### src/rtl/rom_dump_pkg.sv
// rtl/rom_dump_pkg.sv - shared types and widths for the ROM dump UART
package rom_dump_pkg;

    localparam int ROM_ADDR_W      = 9;
    localparam int ROM_DATA_W      = 8;
    localparam int UART_FRAME_BITS = 10;

    typedef enum logic [2:0] {
        S_IDLE,
        S_FETCH,
        S_START,
        S_DATA,
        S_STOP
    } dump_state_t;

endpackage

### src/rtl/uart_baud_timer.sv
// rtl/uart_baud_timer.sv - bit-period timer, bit_end marks the last cycle of each bit
module uart_baud_timer #(
    parameter int BAUD_DIV = 868
) (
    input  logic clk,
    input  logic rst,
    input  logic restart,
    output logic bit_end
);

    localparam int CNT_W = (BAUD_DIV > 2) ? $clog2(BAUD_DIV) : 1;

    if (BAUD_DIV < 2) begin : g_bad_baud
        $error("uart_baud_timer: BAUD_DIV must be at least 2");
    end

    logic [CNT_W-1:0] r_cnt;

    assign bit_end = (r_cnt == CNT_W'(BAUD_DIV - 1));

    always_ff @(posedge clk or negedge rst) begin
        if (!rst) begin
            r_cnt <= '0;
        end else if (restart || bit_end) begin
            r_cnt <= '0;
        end else begin
            r_cnt <= r_cnt + 1'b1;
        end
    end

endmodule

### src/rtl/rom_dump_uart.sv
// rtl/rom_dump_uart.sv - streams a ROM address window out as 8N1 UART frames
module rom_dump_uart
    import rom_dump_pkg::*;
#(
    parameter int BAUD_DIV   = 868,
    parameter int START_ADDR = 0,
    parameter int END_ADDR   = 511
) (
    input  logic                  clk,
    input  logic                  rst,
    input  logic                  start,
    input  logic                  abort,
    output logic [ROM_ADDR_W-1:0] rom_addr,
    input  logic [ROM_DATA_W-1:0] rom_data,
    output logic                  tx,
    output logic                  busy,
    output logic                  done
);

    if (START_ADDR < 0 || START_ADDR > END_ADDR || END_ADDR > 511) begin : g_bad_window
        $error("rom_dump_uart: need 0 <= START_ADDR <= END_ADDR <= 511");
    end

    localparam logic [ROM_ADDR_W-1:0] START_A  = ROM_ADDR_W'(START_ADDR);
    localparam logic [ROM_ADDR_W-1:0] END_A    = ROM_ADDR_W'(END_ADDR);
    localparam logic [2:0]            LAST_BIT = 3'(UART_FRAME_BITS - 3);

    dump_state_t           r_state;
    logic [ROM_DATA_W-1:0] r_shift;
    logic [2:0]            r_bit_idx;
    logic                  r_abort;
    logic                  w_bit_end;
    logic                  w_restart;

    // Holding the timer cleared through IDLE and FETCH makes START begin at count 0.
    assign w_restart = (r_state == S_IDLE) || (r_state == S_FETCH);

    uart_baud_timer #(
        .BAUD_DIV (BAUD_DIV)
    ) u_baud (
        .clk     (clk),
        .rst     (rst),
        .restart (w_restart),
        .bit_end (w_bit_end)
    );

    always_ff @(posedge clk or negedge rst) begin
        if (!rst) begin
            r_state   <= S_IDLE;
            rom_addr  <= START_A;
            r_shift   <= '0;
            r_bit_idx <= '0;
            r_abort   <= 1'b0;
            tx        <= 1'b1;
            busy      <= 1'b0;
            done      <= 1'b0;
        end else begin
            done <= 1'b0;
            if (busy && abort) begin
                r_abort <= 1'b1;
            end
            case (r_state)
                S_IDLE: begin
                    if (start) begin
                        r_state <= S_FETCH;
                        busy    <= 1'b1;
                    end
                end
                S_FETCH: begin
                    r_shift <= rom_data;
                    tx      <= 1'b0;
                    r_state <= S_START;
                end
                S_START: begin
                    if (w_bit_end) begin
                        tx        <= r_shift[0];
                        r_shift   <= r_shift >> 1;
                        r_bit_idx <= '0;
                        r_state   <= S_DATA;
                    end
                end
                S_DATA: begin
                    if (w_bit_end) begin
                        if (r_bit_idx == LAST_BIT) begin
                            tx      <= 1'b1;
                            r_state <= S_STOP;
                        end else begin
                            tx        <= r_shift[0];
                            r_shift   <= r_shift >> 1;
                            r_bit_idx <= r_bit_idx + 1'b1;
                        end
                    end
                end
                S_STOP: begin
                    if (w_bit_end) begin
                        // End-address test comes first so the last byte always completes and never wraps.
                        if (rom_addr == END_A || r_abort) begin
                            done     <= (rom_addr == END_A);
                            busy     <= 1'b0;
                            r_abort  <= 1'b0;
                            rom_addr <= START_A;
                            r_state  <= S_IDLE;
                        end else begin
                            rom_addr <= rom_addr + 1'b1;
                            r_state  <= S_FETCH;
                        end
                    end
                end
                default: begin
                    r_state <= S_IDLE;
                end
            endcase
        end
    end

endmodule

### config.mk
export PLATFORM = sky130hd
export DESIGN_NAME = rom_dump_uart
export DESIGN_NICKNAME = d
export VERILOG_FILES = /design/src/rtl/rom_dump_pkg.sv /design/src/rtl/uart_baud_timer.sv /design/src/rtl/rom_dump_uart.sv
export SDC_FILE = /design/constraint.sdc
export NUM_CORES = 1
export LEC_CHECK = 0
export ABC_AREA = 1
export CAP_MARGIN = 25
export CORE_MARGIN = 5
export CORE_UTILIZATION = 50
export DETAILED_ROUTE_END_ITERATION = 6
export GPL_TIMING_DRIVEN = 0
export HOLD_SLACK_MARGIN = 0.02
export PLACE_DENSITY = 0.78
export SKIP_LAST_GASP = 1
export SLEW_MARGIN = 20
export SYNTH_ARGS = -nofsm -noshare
export SYNTH_HDL_FRONTEND = slang
export SYNTH_SLANG_ARGS = --single-unit
### constraint.sdc
create_clock -name clk -period 1.9 [get_ports clk]
set_clock_uncertainty 0.2 [all_clocks]
set_input_delay 0.38 -clock clk [delete_from_list [all_inputs] [get_ports clk]]
set_output_delay 0.38 -clock clk [all_outputs]
set_load 0.03 [all_outputs]
-- Word level (Yosys, flattened, before mapping)
Cells that the tools add are included.
- memories: 0
- latch bits: 0
- bits in read-only memories: 0
- bits in writable memories: 0
- register bits: 37
- bits of input ports: 12
- add/sub/neg operators: 3
- multiplexer cells: 32
- magnitude comparators: 0
- multiply operators: 0
- shift-type cells: 0
- divide/modulo/power cells: 0
- bitwise operators: 0
- reduce and logical (&&, ||, !) cells: 14
- equal/unequal tests: 14
- operators by type and width (cell ; count):
    3-bit 2-to-1 mux ; 8
    8-bit 2-to-1 mux ; 3
    8-bit one-hot mux with 3 select lines ; 1
    3-bit one-hot mux with 5 select lines ; 1
    1-bit 2-to-1 mux ; 14
    4-bit AND reduction ; 3
    10-bit by 1-bit adder with 10-bit output (second input constant) ; 1
    10-bit equality test (second input constant) ; 1
    10-bit 2-to-1 mux ; 1
    9-bit by 1-bit adder with 9-bit output (second input constant) ; 1
    9-bit equality test (second input constant) ; 1
    9-bit 2-to-1 mux ; 1
    2-bit inequality test (second input constant) ; 4
    3-bit by 2-bit equality test with 1-bit output (second input constant) ; 2
    3-bit equality test (second input constant) ; 2
    2-bit by 1-bit inequality test with 1-bit output (second input constant) ; 3
    3-bit one-hot mux with 2 select lines ; 1
    5-bit AND reduction ; 1
    2-bit nonzero test ; 2
    3-bit by 1-bit adder with 3-bit output (second input constant) ; 1
    3-bit by 1-bit equality test with 1-bit output (second input constant) ; 1
    3-bit logical NOT ; 1
    1-bit logical OR ; 3
    1-bit one-hot mux with 3 select lines ; 1
    5 further kinds ; 5

-- Longest topological paths before layout
Gate-level depths: netlist of run 1.
- depth in word-level cells: 5
- mapped depth: 13
- mapped depth without buffers: 13

-- Hierarchy
A second synthesis of run 1 with hierarchy kept.
- cells, all modules: 271
- area total of the unflattened synthesis: 2035.7 µm²
- by module, submodules not included (module ; cells an instance ; sequential area each (µm²) ; times used ; area each (µm²)):
    rom_dump_uart ; 198 ; 676.9 ; 1 ; 1470.2
    uart_baud_timer ; 73 ; 250.2 ; 1 ; 565.5

-- Worst setup path after synthesis of run 1
Ideal clock, no wire load.
- kind: reg2reg
- start point: register rom_addr[0]
- end point: register busy
- slack: -0.386 ns
- data arrival time: 1.968 ns
- stages on the path, launching flop included: 14
- period minus slack after synthesis: 2.286 ns
- cells stage by stage: dfrtp_1 -> ha_1 -> nand3_1 -> nor3b_1 -> inv_1 -> nor2_1 -> ha_1 -> nor2_1 -> inv_1 -> nor2_1 -> nor2_1 -> nand3_1 -> nand2_1 -> nand2_1
- word-level cells in the longest chain between the ends: 4
- RTL lines (what ; RTL line ; RTL):
    from (decl) ; rom_dump_uart.sv:13 ; output logic [ROM_ADDR_W-1:0] rom_addr,
    from (signal assigned) ; rom_dump_uart.sv:104 ; rom_addr <= rom_addr + 1'b1;
    9-bit equality test ; rom_dump_uart.sv:97 ; if (rom_addr == END_A || r_abort) begin
    1-bit logical OR ; rom_dump_uart.sv:97 ;
    2-bit inequality test (no source line) ; -- ;
    4-bit AND reduction (no source line) ; -- ;
    to (signal assigned) ; rom_dump_uart.sv:55 ; busy <= 1'b0;
    to (signal assigned) ; rom_dump_uart.sv:66 ; busy <= 1'b1;
    to (signal assigned) ; rom_dump_uart.sv:99 ; busy <= 1'b0;
    to (decl) ; rom_dump_uart.sv:16 ; output logic busy,
Every way passes these cells.
A chain may end at the register's enable or synchronous reset.

-- Worst setup path in the final report of run 1
- start point: register rom_addr[1]
- end point: register busy
The elaborated chain is that of the path after synthesis.

==> results of run 1 <==
## timing repair
action / CTS / global route
hold buffers: 1 / 0
buffers inserted: 8 / 1
gates cloned: 0 / 0
pin swaps: 11 / 16
resized for setup: 18 / 10
endpoints found under the hold margin: 13 / 0
endpoints found under the setup margin: 18 / 12
## registers in the layout, indices dropped and copies added (netlist names)
register and flops:
rom_addr 9, r_state 3, r_abort 1, r_shift 8
tx 1, r_bit_idx 3, busy 1, done 1
u_baud.r_cnt 10
## worst max-delay path by stage
stage	slack, ns	end	from
after CTS	-0.06	busy	rom_addr[0]
final	-0.04	busy	rom_addr[1]
after detailed placement	-0.15	busy	rom_addr[1]
after global routing	-0.20	busy	rom_addr[1]
after global placement	-0.76	rom_addr[1]	rst
after floorplan	-0.12	busy	rom_addr[0]
## cell usage after synthesis (3+ instances only)
library cell   n  area, µm²
a21oi_1        3       15.0
dfrtp_1       36        901
ha_1           5       62.6
inv_1         18       67.6
inv_2          8       30.0
nand2_1       90        338
nand2_2        6       37.5
nand3_1       15       75.1
nand3_4        3       52.6
nand4_1       14       87.6
nor2_1        24       90.1
nor2_4         4       45.0
nor3_1         3       15.0
nor3b_1        4       30.0
o21ai_0        3       15.0
o21ai_1        5       25.0
xor2_1         5       43.8
## cell type report
type                    instances  area (µm²)  area share [%]
well taps                      50        62.6            2.36
flip-flops and latches         37         930            35.0
multi-input cells             195        1110            41.9
repair buffers                 34         324            12.2
clock buffers                   8        90.1            3.39
inverters                      26         100            3.77
plain buffers                   4        35.0            1.32
## kinds of logic after synthesis
kind of cell	count (synthesis)	share of synthesized area, %
fa+ha+maj	5	3.00
flops	37	44.5
buf+inv	30	6.37
simple gates	170	39.8
compound gates	14	3.73
xor+xnor	6	2.52
## tightest hold or removal path: cells and delay by family (launching register included)
kind / cells / cell delay, ns
DFF: 1 / 0.34
and+or+nand+nor: 2 / 0.10
## report_power, final
part           total [mW]  internal [mW]  switching (mW)
Combinational      0.0529         0.0294          0.0235
Sequential          0.787          0.787               0
Clock               0.572          0.296           0.276
## routing by layer
layer  vias up  GRT usage, %
met4         0          6.72
met5         -             0
li1        927             -
met2        36          30.2
met3         8          3.38
met1       795          21.2
## through the flow
stage | util [%] | setup TNS [ns] | total power, mW | cell area (µm²) | hold slack (ns)
after floorplan | - | -0.165 | 0.810 | 2120 | -0.116
after global placement | 59.9 | -23.36 | 0.849 | 2410 | 0.254
after detailed placement | 60.5 | -0.538 | 0.856 | 2440 | 0.123
after CTS | 64.9 | -0.0623 | 1.44 | 2610 | 0.275
after global routing | 65.9 | -1.42 | 1.47 | 2660 | 0.303
final | 65.9 | -0.0738 | 1.41 | 2660 | 0.273
==> metrics, run 1 <==
pwr/cell area=532 nW/µm²; pre-CTS setup slack=-0.153 ns; Post-Route M1 WL=1890 µm; port buffer count=23; gr usage total=17.4%; sequential fraction of the synthesis area=44.5%; FFs w/ async S/R, synth=100%; Final nets=320; post-synth cell types=30; RSZ-0062 raised after global routing=yes; antenna-violating nets left=0; min-delay worst type=reg2reg; Initial Utilization=51.7%; Achievable Freq=slightly above 500 MHz; Worst-Margin Slew=between 0.4 and 0.5 ns; highest metal used=met4; Core ar.=4030 µm²; initial antenna violation count=0; failing checks=negative setup slack; first-pass GRT wire length=7520 µm; die height=74.5 µm; number of setup violations in the final report=4; CP Cell Sequence=ha_4 > nand3_4 > nor3b_4 > inv_2 > nor2_2 > ha_2 > nor2_4 > inv_4 > nor2_4 > nor2_1 > nand3_1 > nand2_1 > nand2_1; FILL cells=344; final WL=roughly 4300 µm; commonest non-fill, non-tap cells in the layout=nand2_1, dfrtp_1, nor2_1; reg2reg start=rom_addr[1]; Synth Cell Area=2080 µm²; number of synthesized flops with an enable pin=0; Syn Inst Count=262; Crit path max-delay family=simple AND/OR/NAND/NOR gates; largest net degree at the start of global routing=24; leak pwr=1.31 nW; critical path data arrival time=1.93 ns; Critical Path Stages=13; DR vias/cell=4.99; clock latency on the worst-skew pair=0.29 ns; 1st-pass router iterations=4; post-layout instance count excluding filler cells=354; Synth Register Bits=37; Final Max Tran Viols=0; most common cell after layout, fill and taps aside=nand2_1; Min-Delay Endpoint=r_shift[0]; DR WL/cell=12.1 µm; VDD IR-drop max=between 0.2 and 0.3 mV; reg2reg setup slack=-0.04 ns; Synth warnings=0; Routed met3 length=181 µm; Synth Flop Type=dfrtp_1; Die Area=5550 µm²; Tcrit/Tclk final=102%; crit path time final=1.94 ns; CP Buf/Inv Count=2; Remaining Overflow, GRT=0; hold_sp=r_shift[0]; drt drc=0; slowest CP cell=dfrtp_2; CP Data Required Time=roughly 1.9 ns; # diodes=0; dpl cells=336; clk sinks=37; CTS tree=yes; HPWL after detailed placement=2970 µm; Inserted Clock Buffers=5; max-cap viol count=0; Layout area overhead=27.5%; Root Driver=clkbuf_8; # IOs=24; Crit. End Element=flip-flop; H-tree depth=2; Hold Crit Depth=2; critical-path maximum fanout=3; FF-to-FF path depth=13; outcome=finished with violations; setup ws final=-0.0441 ns; nature of the critical path startpoint=flip-flop; Slew HR=between 70% and 80%; Fin. Hold Viols=0; Max clock buf depth=2; Die Wd=74.5 µm; via count=1766; share of cells above drive strength 1=23.0%; met2 WL=2140 µm; DR iter-0 viols=102; vias in the first global route=between 1500 and 2000; clock-pin slew on the worst setup and hold paths=0.08 ns; GPL Wtd Cong=0.818; reg2reg end=busy; CP peak stage delay=0.39 ns; Core Rows=23; critical path class=reg2reg; post-synthesis area per instance=7.95 µm²; Syn Nets=279
No activity file was read; power rests on OpenSTA's default activity.
==> run 2: changes to the inputs <==
Settings changed: CORE_UTILIZATION 50 to 30, PLACE_DENSITY 0.78 to 0.53.
==> metrics, run 2 (synthesized netlist as in run 1, its figures left out) <==
Crit path max-delay family=simple AND/OR/NAND/NOR gates; # IOs=24 (unchanged); initial antenna violation count=0 (unchanged); critical-path maximum fanout=4 (+1); 1st-pass router iterations=4 (unchanged); HPWL after detailed placement=3120 µm (+5.3%); CP Data Required Time=1.88 ns (about the same); DR vias/cell=4.67 (-6.3%); most common cell after layout, fill and taps aside=nand2_1; Tot Pwr=1.42 mW (+0.55%); Final Util=40.0% (-26 points); setup ws final=-0.0666 ns (-0.0226 ns); Core Rows=30 (+30%); port buffer count=23 (unchanged); leak pwr=1.33 nW (+1.0%); final WL=4480 µm (+4.9%); Layout area overhead=29.7%; Tcrit/Tclk final=104% (+1.2 points); Sum Neg Setup Slack=-0.152 ns (-0.0779 ns); crit path time final=1.97 ns (+0.0226 ns); Initial Utilization=30.8% (-21 points); multi-input logic area=1100 µm² (-1.0%); H-tree depth=2 (unchanged); CTS tree=yes; Final Max Tran Viols=0 (unchanged); max FFs per register=10 (unchanged); Fin. Hold Viols=0 (unchanged); Root Driver=clkbuf_8; CP Cell Sequence=ha_4 > nand3_4 > nor3b_4 > inv_2 > nor2_2 > ha_2 > nor2_4 > inv_4 > nor2_4 > nor2_1 > nand3_1 > nand2_1 > nand2_1; Die Area=8710 µm² (+57%); nature of the critical path startpoint=flip-flop; biggest registers after layout=u_baud.r_cnt: 10 flops, rom_addr: 9 flops, r_shift: 8 flops; slowest CP cell=dfrtp_2; commonest non-fill, non-tap cells in the layout=nand2_1, dfrtp_1, nor2_1; Worst-Margin Slew=0.461 ns (+0.0421 ns); antenna-violating nets left=0 (unchanged); clk sinks=37 (unchanged); clock-pin slew on the worst setup and hold paths=0.07 ns (about the same); Die Wd=93.3 µm (+25%); die height=93.3 µm (+25%); largest net degree at the start of global routing=28 (+17%); Crit. End Element=flip-flop; failing checks=negative setup slack; clock latency on the worst-skew pair=0.29 ns (about the same); FF/Latch Area=930 µm² (unchanged); via count=1813 (+2.7%); GPL Wtd Cong=0.822 (+0.54%); Remaining Overflow, GRT=0 (unchanged); max-cap viol count=0 (unchanged); outcome=finished with violations; Slew HR=69.3% (-2.8 points); Core ar.=6760 µm² (+68%); FILL cells=712 (+110%); Inserted Clock Buffers=5 (unchanged); CP peak stage delay=0.40 ns (about the same); critical path data arrival time=1.95 ns (+0.02 ns); share of cells above drive strength 1=22.7% (-0.30 points); CP Buf/Inv Count=2 (unchanged); number of setup violations in the final report=4 (unchanged); first-pass GRT wire length=7760 µm (+3.2%); Fin Hold WS=0.267 ns (-0.00617 ns); critical path class=reg2reg; pwr/cell area=526 nW/µm² (-1.1%); DR iter-0 viols=81 (-21%); Final nets=324 (+1.3%); # diodes=0 (unchanged); DR WL/cell=11.6 µm (-4.3%); Max clock buf depth=2 (unchanged); min-delay worst type=reg2reg; gr usage total=10.9% (-6.5 points); reg2reg setup slack=-0.07 ns (-0.02 ns); vias in the first global route=1712 (-2.1%); drt drc=0 (unchanged); largest reg by FF count=u_baud.r_cnt; RSZ-0062 raised after global routing=yes; VDD IR-drop max=0.257 mV (-8.9%); Achievable Freq=508 MHz (-1.1%)
## run 2: cell count changes in the layout (fill, tap and decap cells not counted), sizes merged
| cell | previous run | this run |
|---|---|---|
| buf | 15 | 19 |
## run 2: worst paths after layout
kind | from | end | cells past startpoint
max in group asynchronous | rst | rom_addr[1] | 3
max reg2reg | rom_addr[1] | busy | 13
max | rom_addr[1] | busy | 13
min reg2reg | r_shift[0] | r_shift[0] | 2
min | r_shift[0] | r_shift[0] | 2
min in group asynchronous | rst | u_baud.r_cnt[6] | 2
## run 2: tightest hold or removal path, cell delays in order, from the launching register on
cell and delay [ns]:
dfrtp_1 0.34, nand2_1 0.05, nand2_1 0.05
## run 2: report_power, final
| part | total (mW) | internal (mW) | switching, mW |
|---|---|---|---|
| Sequential | 0.787 | 0.787 | 0 |
| Combinational | 0.0512 | 0.0278 | 0.0234 |
| Clock | 0.582 | 0.296 | 0.286 |
## run 2: final cells by class
| class | count | area share, % |
|---|---|---|
| Tap cell | 80 | 3.71 |
| Timing Repair Buffer | 38 | 12.7 |
| Multi-Input combinational cell | 195 | 40.8 |
| Sequential cell | 37 | 34.4 |
| Clock buffer | 8 | 3.34 |
| Buffer | 4 | 1.30 |
| Inverter | 26 | 3.71 |
## run 2: metal layers
layer | global-route usage, % | routed length (µm) | part of all wire (%) | vias to the layer above
met5 | 0 | 0 | 0 | -
met4 | 4.15 | 58 | 1.3 | 0
met3 | 2.57 | 185 | 4.1 | 7
met2 | 17.3 | 2020 | 45 | 30
met1 | 14.4 | 2220 | 49 | 842
li1 | - | - | - | 934
## run 2: repair_timing
action                                  in CTS  in global routing
hold buffers                                 1                  0
gates resized for setup                     17                  6
endpoints found under the hold margin        9                  0
pin swaps                                    5                  8
endpoints found under the setup margin      17                 12
setup buffers                                7                  6
## run 2: stage by stage
step	cell area, µm²	std cells	worst slack (ns)
floorplan	2120	262	-0.121
global placement	2450	365	-0.891
detailed placement	2470	366	-0.197
CTS	2630	382	-0.128
global route	2700	388	-0.219
finish	2700	388	-0.0666
==> run 3: changes to the inputs <==
Settings changed: CORE_UTILIZATION 30 to 38, PLACE_DENSITY 0.53 to 0.63.
==> metrics, run 3 (synthesized netlist as in run 1, its figures left out) <==
Achievable Freq=509 MHz (+0.18%); leak pwr=1.28 nW (-3.8%); number of setup violations in the final report=3 (-1); slowest CP cell=dfrtp_2; DR vias/cell=4.78 (+2.4%); initial antenna violation count=0 (unchanged); Hold Crit Depth=2 (unchanged); nature of the critical path startpoint=flip-flop; VDD IR-drop max=0.238 mV (-7.4%); antenna-violating nets left=0 (unchanged); clock-pin slew on the worst setup and hold paths=0.07 ns (about the same); Root Driver=clkbuf_8; largest reg by FF count=u_baud.r_cnt; Min-Delay Endpoint=r_shift[0]; biggest registers after layout=u_baud.r_cnt: 10 flops, rom_addr: 9 flops, r_shift: 8 flops; critical path class=reg2reg; CP peak stage delay=0.39 ns (about the same); 1st-pass router iterations=4 (unchanged); hold_sp=r_shift[0]; Inserted Clock Buffers=5 (unchanged); Die Wd=84.0 µm (-10%); critical path data arrival time=1.95 ns (about the same); final WL=4200 µm (-6.3%); Slew HR=71.0% (+1.8 points); Worst-Margin Slew=0.434 ns (-0.0265 ns); via count=1794 (-1.0%); DR WL/cell=11.2 µm (-3.0%); first-pass GRT wire length=7580 µm (-2.3%); FF-to-FF path depth=13 (unchanged); Tcrit/Tclk final=103% (-0.18 points); clock latency on the worst-skew pair=0.29 ns (about the same); Layout area overhead=26.2%; pwr/cell area=537 nW/µm² (+2.1%); max FFs per register=10 (unchanged); port buffer count=23 (unchanged); Initial Utilization=38.5% (+7.7 points); Final Max Tran Viols=0 (unchanged); Tot Pwr=1.41 mW (-0.61%); Final nets=319 (-1.5%); gr usage total=13.1% (+2.1 points); Core Rows=27 (-10%); commonest non-fill, non-tap cells in the layout=nand2_1, dfrtp_1, nor2_1; Remaining Overflow, GRT=0 (unchanged); Max clock buf depth=2 (unchanged); H-tree depth=2 (unchanged); CP Cell Sequence=ha_4 > nand3_4 > nor3b_2 > inv_1 > nor2_2 > ha_2 > nor2_4 > inv_4 > nor2_4 > nor2_2 > nand3_1 > nand2_1 > nand2_1; # diodes=0 (unchanged); crit path time final=1.96 ns (-0.00349 ns); Core ar.=5410 µm² (-20%); drt drc=0 (unchanged); vias in the first global route=1694 (-1.1%); RSZ-0062 raised after global routing=yes; CP Data Required Time=1.89 ns (about the same); Crit. End Element=flip-flop; Die Area=7060 µm² (-19%); most common cell after layout, fill and taps aside=nand2_1; share of cells above drive strength 1=20.5% (-2.3 points); DR iter-0 viols=102 (+26%); Fin. Hold Viols=0 (unchanged); max-cap viol count=0 (unchanged); min-delay worst type=reg2reg; Fin Hold WS=0.267 ns (+0.000537 ns); setup ws final=-0.0631 ns (+0.00349 ns); # IOs=24 (unchanged); failing checks=negative setup slack; clk sinks=37 (unchanged); HPWL after detailed placement=3030 µm (-2.9%); reg2reg end=busy; die height=84.0 µm (-10%); outcome=finished with violations; reg2reg start=rom_addr[0]; critical-path maximum fanout=5 (+1); pre-CTS setup slack=-0.169 ns (+0.0279 ns); largest net degree at the start of global routing=26 (-7.1%); reg2reg setup slack=-0.06 ns (about the same); CTS tree=yes; GPL Wtd Cong=0.780 (-5.2%)
## run 3: worst max-delay path by stage
stage                     start          end  slack [ns]  cells past startpoint
floorplan           rom_addr[0]         busy       -0.12                     13
global placement            rst  rom_addr[1]       -0.83                      1
detailed placement  rom_addr[0]         busy       -0.17                     13
CTS                 rom_addr[1]         busy       -0.08                     13
global route        rom_addr[0]         busy       -0.20                     13
finish              rom_addr[0]         busy       -0.06                     13
## run 3: critical path: cells and delay by family, from the launching register on
| family | cells | cell delay [ns] |
|---|---|---|
| fa+ha+maj | 2 | 0.36 |
| simple gates | 9 | 0.77 |
| buf+inv | 2 | 0.15 |
| flops | 1 | 0.39 |
## run 3: timing repair
| action | in CTS | in global routing |
|---|---|---|
| setup buffers | 3 | 5 |
| cloned | 0 | 0 |
| pin swaps | 2 | 7 |
| gates resized for setup | 14 | 4 |
| hold buffers | 1 | 0 |
| hold endpoints to repair | 11 | 0 |
| endpoints found under the setup margin | 17 | 17 |
## run 3: cell type report
| class | count | area (µm²) |
|---|---|---|
| fillers | 566 | 2780 |
| multi-input cells | 195 | 1080 |
| flip-flops and latches | 37 | 931 |
| repair buffers | 33 | 302 |
| inverters | 26 | 100 |
| clock buffers | 8 | 90.1 |
| well taps | 72 | 90.1 |
| plain buffers | 4 | 35.0 |
## run 3: per-layer routing
| metal | part of all wire (%) | vias to the layer above | wire length, µm | GRT usage [%] |
|---|---|---|---|---|
| met5 | 0 | - | 0 | 0 |
| met4 | 1.8 | 0 | 77 | 5.12 |
| met3 | 5.8 | 8 | 243 | 3.75 |
| met2 | 46 | 43 | 1940 | 20.8 |
| met1 | 46 | 820 | 1940 | 16.6 |
| li1 | - | 923 | - | - |
## run 3: metrics by stage
step | instances | setup TNS (ns) | instance area [µm²] | util, %
after CTS | 370 | -0.0824 | 2580 | 47.7
after floorplan | 262 | -0.165 | 2120 | -
final | 375 | -0.134 | 2630 | 48.6
after global placement | 357 | -26.11 | 2440 | 45.2
after global routing | 375 | -0.724 | 2630 | 48.6
after detailed placement | 358 | -0.637 | 2460 | 45.5
## run 3: power breakdown
part / total [mW] / switching [mW] / internal (mW)
combinational: 0.0513 / 0.0235 / 0.0278
sequential: 0.787 / 0 / 0.787
clock: 0.573 / 0.277 / 0.296
total: 1.41 / 0.301 / 1.11
